[src/rtl/sram_image_loader_pkg.sv]
// +--------------------------------------------------------------------------+
// | img_pkg : shared image geometry, pixel type and loader state encoding     |
// | Rev 1.0  - initial release                                                |
// +--------------------------------------------------------------------------+
`default_nettype none

package img_pkg;

  localparam int ADDR_W = 16;
  localparam int DATA_W = 8;
  localparam int IMG_W  = 256;
  localparam int IMG_H  = 256;
  localparam int NPIX   = IMG_W * IMG_H;

  typedef enum logic [2:0] {
    IDLE,
    LOAD,
    FLUSH,
    START,
    WAIT_OUT
  } loader_state_t;

  typedef logic [DATA_W-1:0] pix_t;

endpackage

`default_nettype wire

[src/rtl/raster_counter.sv]
// +--------------------------------------------------------------------------+
// | raster_counter : clearable enabled pixel counter, tc flags NPIX-1         |
// | Rev 1.0  - initial release                                                |
// +--------------------------------------------------------------------------+
`default_nettype none

module raster_counter #(
  parameter int CNT_W = img_pkg::ADDR_W + 1,
  parameter int NPIX  = img_pkg::NPIX
) (
  input  logic             clk,
  input  logic             rst_n,
  input  logic             clr,
  input  logic             en,
  output logic [CNT_W-1:0] cnt,
  output logic             tc
);

  always_ff @(posedge clk or negedge rst_n) begin
    if (!rst_n) begin
      cnt <= '0;
    end else if (clr) begin
      cnt <= '0;
    end else if (en) begin
      cnt <= cnt + CNT_W'(1);
    end
  end

  assign tc = (cnt == CNT_W'(NPIX - 1));

endmodule

`default_nettype wire

[src/rtl/sram_image_loader.sv]
// +--------------------------------------------------------------------------+
// | sram_image_loader : streams a raster frame into the image SRAM, kicks    |
// | the filter and counts its output beats. Option: LOADER_CHECKSUM_EN.       |
// | Rev 1.0  - initial release                                                |
// +--------------------------------------------------------------------------+
`default_nettype none

module sram_image_loader #(
  parameter int ADDR_W = img_pkg::ADDR_W,
  parameter int DATA_W = img_pkg::DATA_W,
  parameter int IMG_W  = img_pkg::IMG_W,
  parameter int IMG_H  = img_pkg::IMG_H
) (
  input  logic              clk,
  input  logic              rst_n,
  input  logic              load_req,
  input  logic              in_valid,
  output logic              in_ready,
  input  logic [DATA_W-1:0] in_pixel,
  output logic              sram_en,
  output logic              sram_wen,
  output logic [ADDR_W-1:0] sram_addr,
  output logic [DATA_W-1:0] sram_d,
  output logic              sram_grant,
  output logic              start,
  input  logic              out_valid,
  output logic              busy,
  output logic              frame_done
`ifdef LOADER_CHECKSUM_EN
  ,
  output logic [15:0]       checksum
`endif
);

  import img_pkg::*;

  localparam int C_NPIX  = IMG_W * IMG_H;
  localparam int C_CNT_W = ADDR_W + 1;

  loader_state_t      r_state;
  loader_state_t      w_next;
  logic [C_CNT_W-1:0] w_wr_cnt;
  logic [C_CNT_W-1:0] w_rd_cnt;
  logic               w_wr_tc;
  logic               w_rd_tc;
  logic               w_wr_clr;
  logic               w_rd_clr;
  logic               w_hs;
  logic               w_rd_en;
  logic               w_unused;

  assign w_hs     = (r_state == LOAD) && in_valid && in_ready;
  assign w_rd_en  = (r_state == WAIT_OUT) && out_valid;
  assign w_unused = ^{w_rd_cnt, w_wr_cnt[ADDR_W]};

  raster_counter #(.CNT_W(C_CNT_W), .NPIX(C_NPIX)) u_wr_cnt (
    .clk   (clk),
    .rst_n (rst_n),
    .clr   (w_wr_clr),
    .en    (w_hs),
    .cnt   (w_wr_cnt),
    .tc    (w_wr_tc)
  );

  raster_counter #(.CNT_W(C_CNT_W), .NPIX(C_NPIX)) u_rd_cnt (
    .clk   (clk),
    .rst_n (rst_n),
    .clr   (w_rd_clr),
    .en    (w_rd_en),
    .cnt   (w_rd_cnt),
    .tc    (w_rd_tc)
  );

  always_ff @(posedge clk or negedge rst_n) begin
    if (!rst_n) begin
      r_state <= IDLE;
    end else begin
      r_state <= w_next;
    end
  end

  always_comb begin
    w_next   = r_state;
    w_wr_clr = 1'b0;
    w_rd_clr = 1'b0;
    case (r_state)
      IDLE: begin
        if (load_req) begin
          w_next   = LOAD;
          w_wr_clr = 1'b1;
        end
      end
      LOAD:     if (w_hs && w_wr_tc) w_next = FLUSH;
      FLUSH:    w_next = START;
      START: begin
        w_next   = WAIT_OUT;
        w_rd_clr = 1'b1;
      end
      WAIT_OUT: if (w_rd_en && w_rd_tc) w_next = IDLE;
      default:  w_next = IDLE;
    endcase
  end

  // Outputs are registered from the upcoming state so in_ready drops in the
  // same cycle the FSM leaves LOAD; start is delayed one beat past START.
  always_ff @(posedge clk or negedge rst_n) begin
    if (!rst_n) begin
      in_ready   <= 1'b0;
      sram_en    <= 1'b0;
      sram_wen   <= 1'b0;
      sram_addr  <= '0;
      sram_d     <= '0;
      sram_grant <= 1'b0;
      start      <= 1'b0;
      busy       <= 1'b0;
      frame_done <= 1'b0;
    end else begin
      in_ready   <= (w_next == LOAD);
      sram_en    <= w_hs;
      sram_wen   <= w_hs;
      if (w_hs) begin
        sram_addr <= w_wr_cnt[ADDR_W-1:0];
        sram_d    <= in_pixel;
      end
      sram_grant <= (w_next == LOAD) || (w_next == FLUSH);
      start      <= (r_state == START);
      busy       <= (w_next != IDLE);
      frame_done <= w_rd_en && w_rd_tc;
    end
  end

`ifdef LOADER_CHECKSUM_EN
  always_ff @(posedge clk or negedge rst_n) begin
    if (!rst_n) begin
      checksum <= '0;
    end else if (w_wr_clr) begin
      checksum <= '0;
    end else if (w_hs) begin
      checksum <= checksum + 16'(in_pixel);
    end
  end
`endif

endmodule

`default_nettype wire

[config.mk]
export PLATFORM = sky130hd
export DESIGN_NAME = sram_image_loader
export DESIGN_NICKNAME = d
export VERILOG_FILES = /design/src/rtl/sram_image_loader_pkg.sv /design/src/rtl/raster_counter.sv /design/src/rtl/sram_image_loader.sv
export SDC_FILE = /design/constraint.sdc
export NUM_CORES = 1
export LEC_CHECK = 0
export CAP_MARGIN = 15
export CORE_MARGIN = 2
export CORE_UTILIZATION = 58
export DETAILED_ROUTE_END_ITERATION = 6
export GPL_ROUTABILITY_DRIVEN = 0
export MAX_ROUTING_LAYER = met4
export PLACE_DENSITY_LB_ADDON = 0.3
export SYNTH_ARGS = -nofsm -noshare
export SYNTH_HDL_FRONTEND = slang
export SYNTH_SLANG_ARGS = --single-unit
[constraint.sdc]
create_clock -name clk -period 4 [get_ports clk]
set_input_delay 0.4 -clock clk [delete_from_list [all_inputs] [get_ports clk]]
set_output_delay 0.4 -clock clk [all_outputs]
set_load 0.02 [all_outputs]
==> results by group, run 1 <==
Outcome
  • Status: complete, no violations

Place
  • Count of input and output buffers: 43
  • Placed Area: 3530 µm²
  • DP HPWL: 4270 µm
  • Placement Setup Slack: 1380 ps
  • Inst Count DP: 422

Final layout
  • Post-route cell area: 3740 µm²
  • Fin cells: 438
  • Layout cells sized above 1: 0.0788
  • Antenna cells: 0
  • Sequential Area: 1680 µm²
  • Area of the multi-input gates: 1290 µm²
  • Post-layout nets: 380
  • Filler cells: 374
  • Area growth syn-to-layout: 21.8%

STA
  • Max-slew headroom: 0.425
  • Final Hold Fails: 0
  • Setup ws final: 1700 ps
  • Crit share post-route: 0.574
  • Final Setup Violations: 0
  • Slew @ Worst Pin: 863 ps
  • Clock Skew: 7.36 ps
  • Fmax: 436 MHz
  • Pins Over Slew Limit: 0
  • Setup_tns: 0 ps
  • RSZ-0062 raised after global routing: false
  • Min cycle time layout: 2300 ps

Synth
  • Synth warn: 0
  • Predominant post-synthesis flop cell: dfrtp_1
  • Sequential area share after synthesis: 0.545
  • Synth Area in Adders: 0.0163
  • Compound-cell area share of the yosys netlist: 0.0582
  • Post-Syn Area: 3070 µm²
  • Distinct cells, synth: 44
  • Number of synthesized flops with an enable pin: 0
  • Mux contribution to synthesized area: 0.0199
  • Main combinational cell family by area after synthesis: simple AND/OR/NAND/NOR gates
  • Simple-Gate Fraction of Synth Area: 0.286
  • Post-Synth XOR/XNOR Area: 0.0399
  • Net Count, Synth: 339
  • Syn avg cell area: 9.55 µm²
  • Cell count after synthesis: 322
  • Flops & latches, synth: 67
  • FFs w/ async S/R, synth: 1.00

Hold path
  • Hold Crit Class: primary input to async pin

Power and ir drop
  • Peak VDD IR: 0.327 mV
  • Cell Pwr Density: 441 nW/µm²
  • Lkg Pwr: 0.00169 µW

Clocking
  • CTS Hold Bufs: 0
  • Reg clk slew, reported paths: 70 ps
  • Post-CTS setup buffer count: 0
  • Max H-tree Level: 3
  • Clock buffer depth: 2
  • CTS buffer count: 9
  • CTS tree: done
  • CTS sink cnt: 67
  • Clock latency on the worst-skew pair: 340 ps
  • Root Driver: clkbuf_8
  • Post_cts resized: 0

Global route
  • Vias in the first global route: 2291
  • Pin count of the biggest net entering global routing: 41
  • First-pass GRT wire length: 10800 µm
  • Global router's overall resource usage: 0.240
  • Grt total ovfl: 0
  • Antenna violations before repair: 0

Critical path
  • Critical Path AT: 2530 ps
  • CP required: 4230 ps
  • CP cell instances: nand4b_4 > or2_2 > inv_1 > xnor2_1 > nor2_1
  • Setup CP Type: flip-flop to flip-flop
  • Critical path capture point type: flip-flop
  • Max FO, Critical Path: 33
  • Slowest cell delay on critical path: 610 ps
  • Startpoint Class: flip-flop
  • Slowest CP cell: inv_1
  • Delay-heaviest family, CP: simple AND/OR/NAND/NOR gates
  • Crit path buf inv count: 1
  • Reg2reg setup slack: 1700 ps

Route
  • Iter 0 DRT Violations: 134
  • DRC: 0
  • Drt pass-1 iters: 4
  • Total number of vias: 2380
  • Final ANT Viol Nets: 0
  • Per-cell routed wire length: 14.2 µm
  • Drt total wl: 6200 µm
  • Vias per cell: 5.43

Floorplan
  • Height of the die: 76.8 µm
  • Initial Util: 0.602
  • Site row count: 26
  • Core ar.: 5110 µm²
  • Ports: 44
  • Die area: 5900 µm²
  • Horiz. Die Dim: 76.8 µm

Flow run
  • Max Cap Viol: 0
where the power goes:
part	internal [µW]	switching (µW)
combinational	119	140
clock	337	248
sequential	741	64.0
layout make-up:
class / instances / area share
inverter: 9 / 0.00902
tap: 70 / 0.0234
timing repair buffer: 45 / 0.118
clock buffer: 12 / 0.0441
multi-input combinational: 231 / 0.345
sequential: 67 / 0.448
clock inverter: 4 / 0.0127
cells in the final DEF (no fill, tap or decap), types with 4 or more instances in the layout:
| master | synthesis | layout |
|---|---|---|
| nand2_1 | 90 | 90 |
| dfrtp_1 | 67 | 67 |
| clkdlybuf4s50_1 | 0 | 42 |
| nor2_1 | 26 | 26 |
| clkbuf_8 | 0 | 12 |
| o21ai_0 | 11 | 11 |
| xnor2_1 | 11 | 11 |
| nor3_1 | 10 | 10 |
| inv_1 | 9 | 9 |
| nand3_1 | 9 | 9 |
| nand4_1 | 8 | 8 |
| a21oi_1 | 8 | 8 |
| mux2i_1 | 5 | 5 |
| nor4_1 | 5 | 5 |
| or3_1 | 4 | 4 |
| ha_1 | 4 | 4 |
worst reg2reg max path, stage by stage, from the launching register on:
cell	delay [ps]
dfrtp_1	510
nand4b_4	270
or2_2	550
inv_1	620
xnor2_1	200
nor2_1	50
registers in the layout (all words and copies together) (netlist names):
name          cells
u_rd_cnt.cnt     17
u_wr_cnt.cnt     17
sram_addr        16
sram_d            8
r_state           3
busy              1
frame_done        1
in_ready          1
sram_grant        1
sram_wen          1
start             1
metal layers:
| metal | track usage | vias up | wire length [µm] | part of all wire |
|---|---|---|---|---|
| met5 | - | - | 0 | 0 |
| met4 | 0.104 | 0 | 127 | 0.020 |
| met3 | 0.0576 | 11 | 203 | 0.033 |
| met2 | 0.368 | 43 | 3000 | 0.48 |
| met1 | 0.308 | 1150 | 2870 | 0.46 |
| li1 | - | 1176 | - | - |
final timing paths:
kind | from | end | depth (start not counted)
setup / recovery | r_state[2] | u_wr_cnt.cnt[0] | 5
hold / removal | rst_n | u_wr_cnt.cnt[10] | 1
setup reg to reg | r_state[2] | u_wr_cnt.cnt[0] | 5
hold reg to reg | sram_addr[6] | sram_addr[6] | 2
max in group asynchronous | rst_n | sram_addr[12] | 2
min in group clk | sram_addr[6] | sram_addr[6] | 2
through the flow:
step | hold WS [ps] | power (µW) | util
floorplan | 104 | 946 | -
global placement | 464 | 1070 | 0.691
detailed placement | 465 | 1080 | 0.691
CTS | 200 | 1660 | 0.733
global route | 242 | 1730 | 0.733
finish | 172 | 1650 | 0.733
Yosys cell counts (4+ instances only):
cell | n | area share
nand2_1 | 90 | 0.11
dfrtp_1 | 67 | 0.55
nor2_1 | 26 | 0.032
o21ai_0 | 11 | 0.018
xnor2_1 | 11 | 0.031
clkbuf_1 | 10 | 0.012
nor3_1 | 10 | 0.016
inv_1 | 9 | 0.011
nand3_1 | 9 | 0.015
a21oi_1 | 8 | 0.013
nand4_1 | 8 | 0.016
mux2i_1 | 5 | 0.016
nor4_1 | 5 | 0.010
ha_1 | 4 | 0.016
or3_1 | 4 | 0.0081
logic make-up (layout without fill, tap and decap cells):
logic type / count (synthesis) / after routing
flops: 67 / 67
compound gates: 29 / 29
mux: 6 / 6
xor+xnor: 14 / 14
simple gates: 178 / 178
buf+inv: 24 / 70
fa+ha+maj: 4 / 4
(Power assumes the default switching activity.)
==> run 2: changes to the inputs <==
- CORE_UTILIZATION: 58 -> 49
- clock period: 4 -> 2.04 ns (I/O delays scaled with it)
==> results by group, run 2 (synthesis results as in run 1) <==
Route
  • Vias per cell: 5.25 (-3.3%)
  • Drt pass-1 iters: 4 (unchanged)
  • Drt total wl: 6550 µm (+5.6%)
  • Final ANT Viol Nets: 0 (unchanged)
  • Total number of vias: 2464 (+3.5%)
  • Per-cell routed wire length: 14.0 µm (-1.3%)
  • DRC: 0 (unchanged)
  • Iter 0 DRT Violations: 102 (-24%)

Final layout
  • Fin cells: 469 (+7.1%)
  • Filler cells: 502 (+34%)
  • Layout cells sized above 1: 0.147 (+0.0684)
  • Area of the multi-input gates: 1310 µm² (+1.5%)
  • Most frequent cells in the layout: nand2_1, dfrtp_1, clkdlybuf4s50_1
  • Area growth syn-to-layout: 28.0%
  • Post-layout nets: 406 (+6.8%)
  • Most common cell after layout, fill and taps aside: nand2_1
  • Largest regs: u_rd_cnt.cnt: 17 flops, u_wr_cnt.cnt: 17 flops, sram_addr: 16 flops
  • Layout Utilization: 0.657 (-0.0761)
  • Sequential Area: 1680 µm² (unchanged)
  • Antenna cells: 0 (unchanged)

Critical path
  • CP required: 2280 ps (-1950 ps)
  • Max FO, Critical Path: 4 (-88%)
  • Setup CP Type: flip-flop to flip-flop
  • Startpoint Class: flip-flop
  • Critical path origin: u_wr_cnt.cnt[10]
  • FF-to-FF Start: u_wr_cnt.cnt[10]
  • Critical Path AT: 2160 ps (-370 ps)
  • Critical path capture point type: flip-flop
  • Reg2reg path depth: 8 (+3)

Floorplan
  • Site row count: 28 (+7.7%)
  • Horiz. Die Dim: 83.2 µm (+8.3%)
  • Ports: 44 (unchanged)
  • Core ar.: 5990 µm² (+17%)
  • Die area: 6920 µm² (+17%)
  • Initial Util: 0.513 (-0.0888)
  • Height of the die: 83.2 µm (+8.3%)

STA
  • Setup_tns: 0 ps (unchanged)
  • Fmax: 522 MHz (+20%)
  • Max-slew headroom: 0.676 (+0.251)
  • Final Hold Fails: 0 (unchanged)
  • Min cycle time layout: 1910 ps (-381 ps)
  • Setup ws final: 125 ps (-1580 ps)
  • Crit share post-route: 0.939 (+0.365)
  • Clock Skew: 8.28 ps (+0.922 ps)
  • Pins Over Slew Limit: 0 (unchanged)
  • Final Setup Violations: 0 (unchanged)
  • Slew @ Worst Pin: 486 ps (-377 ps)
  • Worst hold slack: 372 ps (+200 ps)

Power and ir drop
  • Peak VDD IR: 0.565 mV (+73%)
  • Lkg Pwr: 0.00179 µW (+6.3%)
  • Cell Pwr Density: 788 nW/µm² (+79%)

Place
  • Inst Count DP: 452 (+7.1%)
  • Placement Setup Slack: 32.0 ps (-1350 ps)
  • DP HPWL: 4540 µm (+6.4%)
  • Count of input and output buffers: 43 (unchanged)

Clocking
  • CTS buffer count: 9 (unchanged)
  • Root Driver: clkbuf_8
  • Post-CTS setup buffer count: 0 (unchanged)
  • CTS tree: done
  • CTS sink cnt: 67 (unchanged)
  • Clock latency on the worst-skew pair: 350 ps (about the same)
  • Clock buffer depth: 2 (unchanged)
  • Max H-tree Level: 3 (unchanged)
  • Reg clk slew, reported paths: 80 ps (about the same)

Global route
  • Grt total ovfl: 0 (unchanged)
  • Global router's overall resource usage: 0.202 (-0.0382)
  • Pin count of the biggest net entering global routing: 68 (+66%)
  • First-pass GRT wire length: 11000 µm (+1.8%)
  • Antenna violations before repair: 0 (unchanged)
  • Vias in the first global route: 2456 (+7.2%)

Flow run
  • Max Cap Viol: 0 (unchanged)

Hold path
  • Hold depth: 3
  • Hold Crit Class: primary input to flip-flop
  • Hold_sp: in_pixel[5]

Outcome
  • Status: complete, no violations
==> run 2: critical path: stages, from the launching register on <==
cell and delay, ps:
dfrtp_1 400, and3_1 220, nor4b_2 170, and4_1 200
ha_1 190, and4b_1 200, mux2i_1 180, o21bai_1 100
nand2b_1 150
==> run 2: cell type report <==
class,instances,share of cell area
clock inverters,7,0.0114
repair buffers,71,0.165
inverters,9,0.00859
well taps,75,0.0238
flip-flops and latches,67,0.426
clock buffers,9,0.0315
multi-input cells,231,0.333
==> run 2: repair_timing <==
action	in CTS	in global routing
gates resized for setup	0	4
endpoints found under the hold margin	67	0
hold buffers	1	0
endpoints found under the setup margin	0	2
==> run 2: per-layer routing <==
metal	vias up	track usage	part of all wire
li1	1225	-	-
met1	1194	0.236	0.46
met2	39	0.338	0.49
met3	6	0.0676	0.039
met4	0	0.0507	0.0067
met5	-	-	0
==> run 2: path summary, 6_finish.rpt <==
check | to | slack [ps]
hold / removal | sram_d[5] | 370
hold reg to reg | sram_addr[15] | 470
setup reg to reg | busy | 130
max in group asynchronous | start | 1340
min in group asynchronous | sram_grant | 400
setup / recovery | busy | 130
==> run 2: where the power goes <==
part	switching, µW	internal, µW
sequential	95.8	1450
combinational	321	279
clock	518	432
total	935	2160
==> run 2: stage by stage <==
stage / total power, µW / cell area [µm²]
final: 3100 / 3940
after global routing: 3250 / 3940
after CTS: 3130 / 3920
after detailed placement: 2170 / 3740
after global placement: 2160 / 3740
after floorplan: 1850 / 3070
==> run 3: changes to the inputs <==
- PLACE_DENSITY: default -> 0.76
- PLACE_DENSITY_LB_ADDON: 0.3 -> default
==> results by group, run 3 (synthesis results as in run 1) <==
Critical path
  • Crit path to: busy
  • Reg2reg path depth: 8 (unchanged)
  • Critical Path AT: 2180 ps (+20 ps)
  • Setup CP Type: flip-flop to flip-flop
  • FF-to-FF End: busy
  • Startpoint Class: flip-flop
  • Critical path capture point type: flip-flop
  • Max FO, Critical Path: 4 (unchanged)
  • CP required: 2280 ps (about the same)
  • Reg2reg setup slack: 100 ps (-30 ps)
  • FF-to-FF Start: u_wr_cnt.cnt[10]
  • Critical path origin: u_wr_cnt.cnt[10]

STA
  • Final Hold Fails: 0 (unchanged)
  • Crit share post-route: 0.951 (+0.0128)
  • Setup_tns: 0 ps (unchanged)
  • Max-slew headroom: 0.646 (-0.0295)
  • Final Setup Violations: 0 (unchanged)
  • Clock Skew: 7.50 ps (-0.781 ps)
  • Pins Over Slew Limit: 0 (unchanged)
  • Fmax: 515 MHz (-1.3%)
  • Worst hold slack: 364 ps (-8.23 ps)
  • Min cycle time layout: 1940 ps (+26.0 ps)
  • Setup ws final: 99.4 ps (-26.0 ps)
  • Slew @ Worst Pin: 530 ps (+44.3 ps)

Global route
  • First-pass GRT wire length: 11900 µm (+7.9%)
  • Vias in the first global route: 2559 (+4.2%)
  • Global router's overall resource usage: 0.219 (+0.0168)
  • Grt total ovfl: 0 (unchanged)
  • Pin count of the biggest net entering global routing: 46 (-32%)
  • Antenna violations before repair: 0 (unchanged)

Clocking
  • Reg clk slew, reported paths: 70 ps (about the same)
  • Root Driver: clkbuf_8
  • CTS buffer count: 9 (unchanged)
  • CTS tree: done
  • CTS sink cnt: 67 (unchanged)
  • Max H-tree Level: 3 (unchanged)
  • Clock latency on the worst-skew pair: 350 ps (about the same)
  • Clock buffer depth: 2 (unchanged)

Route
  • Drt total wl: 6830 µm (+4.2%)
  • Total number of vias: 2489 (+1.0%)
  • Vias per cell: 5.30 (+0.80%)
  • Iter 0 DRT Violations: 124 (+22%)
  • Per-cell routed wire length: 14.5 µm (+4.0%)
  • Final ANT Viol Nets: 0 (unchanged)
  • DRC: 0 (unchanged)
  • Drt pass-1 iters: 4 (unchanged)

Place
  • Placement Setup Slack: 10.6 ps (-21.4 ps)
  • DP HPWL: 4690 µm (+3.3%)
  • Count of input and output buffers: 43 (unchanged)

Final layout
  • Most common cell after layout, fill and taps aside: nand2_1
  • Filler cells: 474 (-5.6%)
  • Largest regs: u_rd_cnt.cnt: 17 flops, u_wr_cnt.cnt: 17 flops, sram_addr: 16 flops
  • Antenna cells: 0 (unchanged)
  • Layout Utilization: 0.677 (+0.0201)
  • Area of the multi-input gates: 1320 µm² (+0.67%)
  • Sequential Area: 1680 µm² (unchanged)
  • Post-layout nets: 407 (+0.25%)
  • Most frequent cells in the layout: nand2_1, dfrtp_1, clkdlybuf4s50_1
  • Layout cells sized above 1: 0.149 (+0.00216)
  • Area growth syn-to-layout: 31.9%

Floorplan
  • Die area: 6920 µm² (unchanged)
  • Core ar.: 5990 µm² (unchanged)
  • Horiz. Die Dim: 83.2 µm (unchanged)
  • Site row count: 28 (unchanged)
  • Ports: 44 (unchanged)
  • Height of the die: 83.2 µm (unchanged)
  • Initial Util: 0.513 (unchanged)

Power and ir drop
  • Lkg Pwr: 0.00188 µW (+4.6%)
  • Cell Pwr Density: 880 nW/µm² (+12%)
  • Peak VDD IR: 0.533 mV (-5.6%)

Outcome
  • Status: complete, no violations

Hold path
  • Hold Crit Class: primary input to async pin

Flow run
  • Max Cap Viol: 0 (unchanged)
run 3: changes by cell type in the layout (fill, tap and decap cells not counted), moves of 2 or more:
| cell | before | now |
|---|---|---|
| bufinv_16 | 0 | 3 |
| clkbuf_8 | 9 | 12 |
| clkinv_2 | 3 | 1 |
| clkinvlp_4 | 4 | 0 |
run 3: cell type report:
cell class              count  area share
multi-input cells         231       0.326
repair buffers             72       0.165
clock inverters             4      0.0234
well taps                  75      0.0231
clock buffers              12      0.0407
flip-flops and latches     67       0.413
inverters                   9     0.00833
run 3: timing repair:
item,in CTS,in global routing
buffers inserted,0,2
hold endpoints to repair,22,0
endpoints found under the setup margin,0,2
hold buffers,1,0
gates resized for setup,0,5
run 3: how the worst min path moves through the flow:
stage | startpoint | to | slack, ps | depth (start not counted)
5_1_grt | in_pixel[3] | sram_d[3] | 380 | 3
3_3_place_gp | rst_n | busy | 220 | 1
4_1_cts | in_pixel[3] | sram_d[3] | 360 | 3
2_1_floorplan | rst_n | busy | -90 | 0
6_report | rst_n | busy | 360 | 2
3_5_place_dp | rst_n | busy | 220 | 1
run 3: per-layer routing:
layer | track usage | share of wire | routed length [µm] | vias up
li1 | - | - | - | 1226
met3 | 0.0408 | 0.039 | 266 | 15
met5 | - | 0 | 0 | -
met4 | 0.0954 | 0.018 | 122 | 0
met1 | 0.268 | 0.44 | 3000 | 1186
met2 | 0.356 | 0.50 | 3440 | 62
run 3: where the power goes:
| group | internal [µW] | switching, µW |
|---|---|---|
| Clock | 910 | 510 |
| Combinational | 278 | 320 |
| Sequential | 1450 | 96.4 |
run 3: critical path: stages (launching register included):
cell and delay (ps):
dfrtp_1 400, and3_1 220, nor4b_4 140, and4_1 210, ha_1 190, and4b_1 200, mux2i_1 210, o21bai_1 110
nand2b_1 160
run 3: stage by stage:
step	instance area [µm²]	total power [µW]	std cells
after floorplan	3070	1850	322
after global placement	3740	2160	451
after detailed placement	3740	2170	451
after CTS	4010	3590	468
after global routing	4060	3720	470
final	4060	3570	470
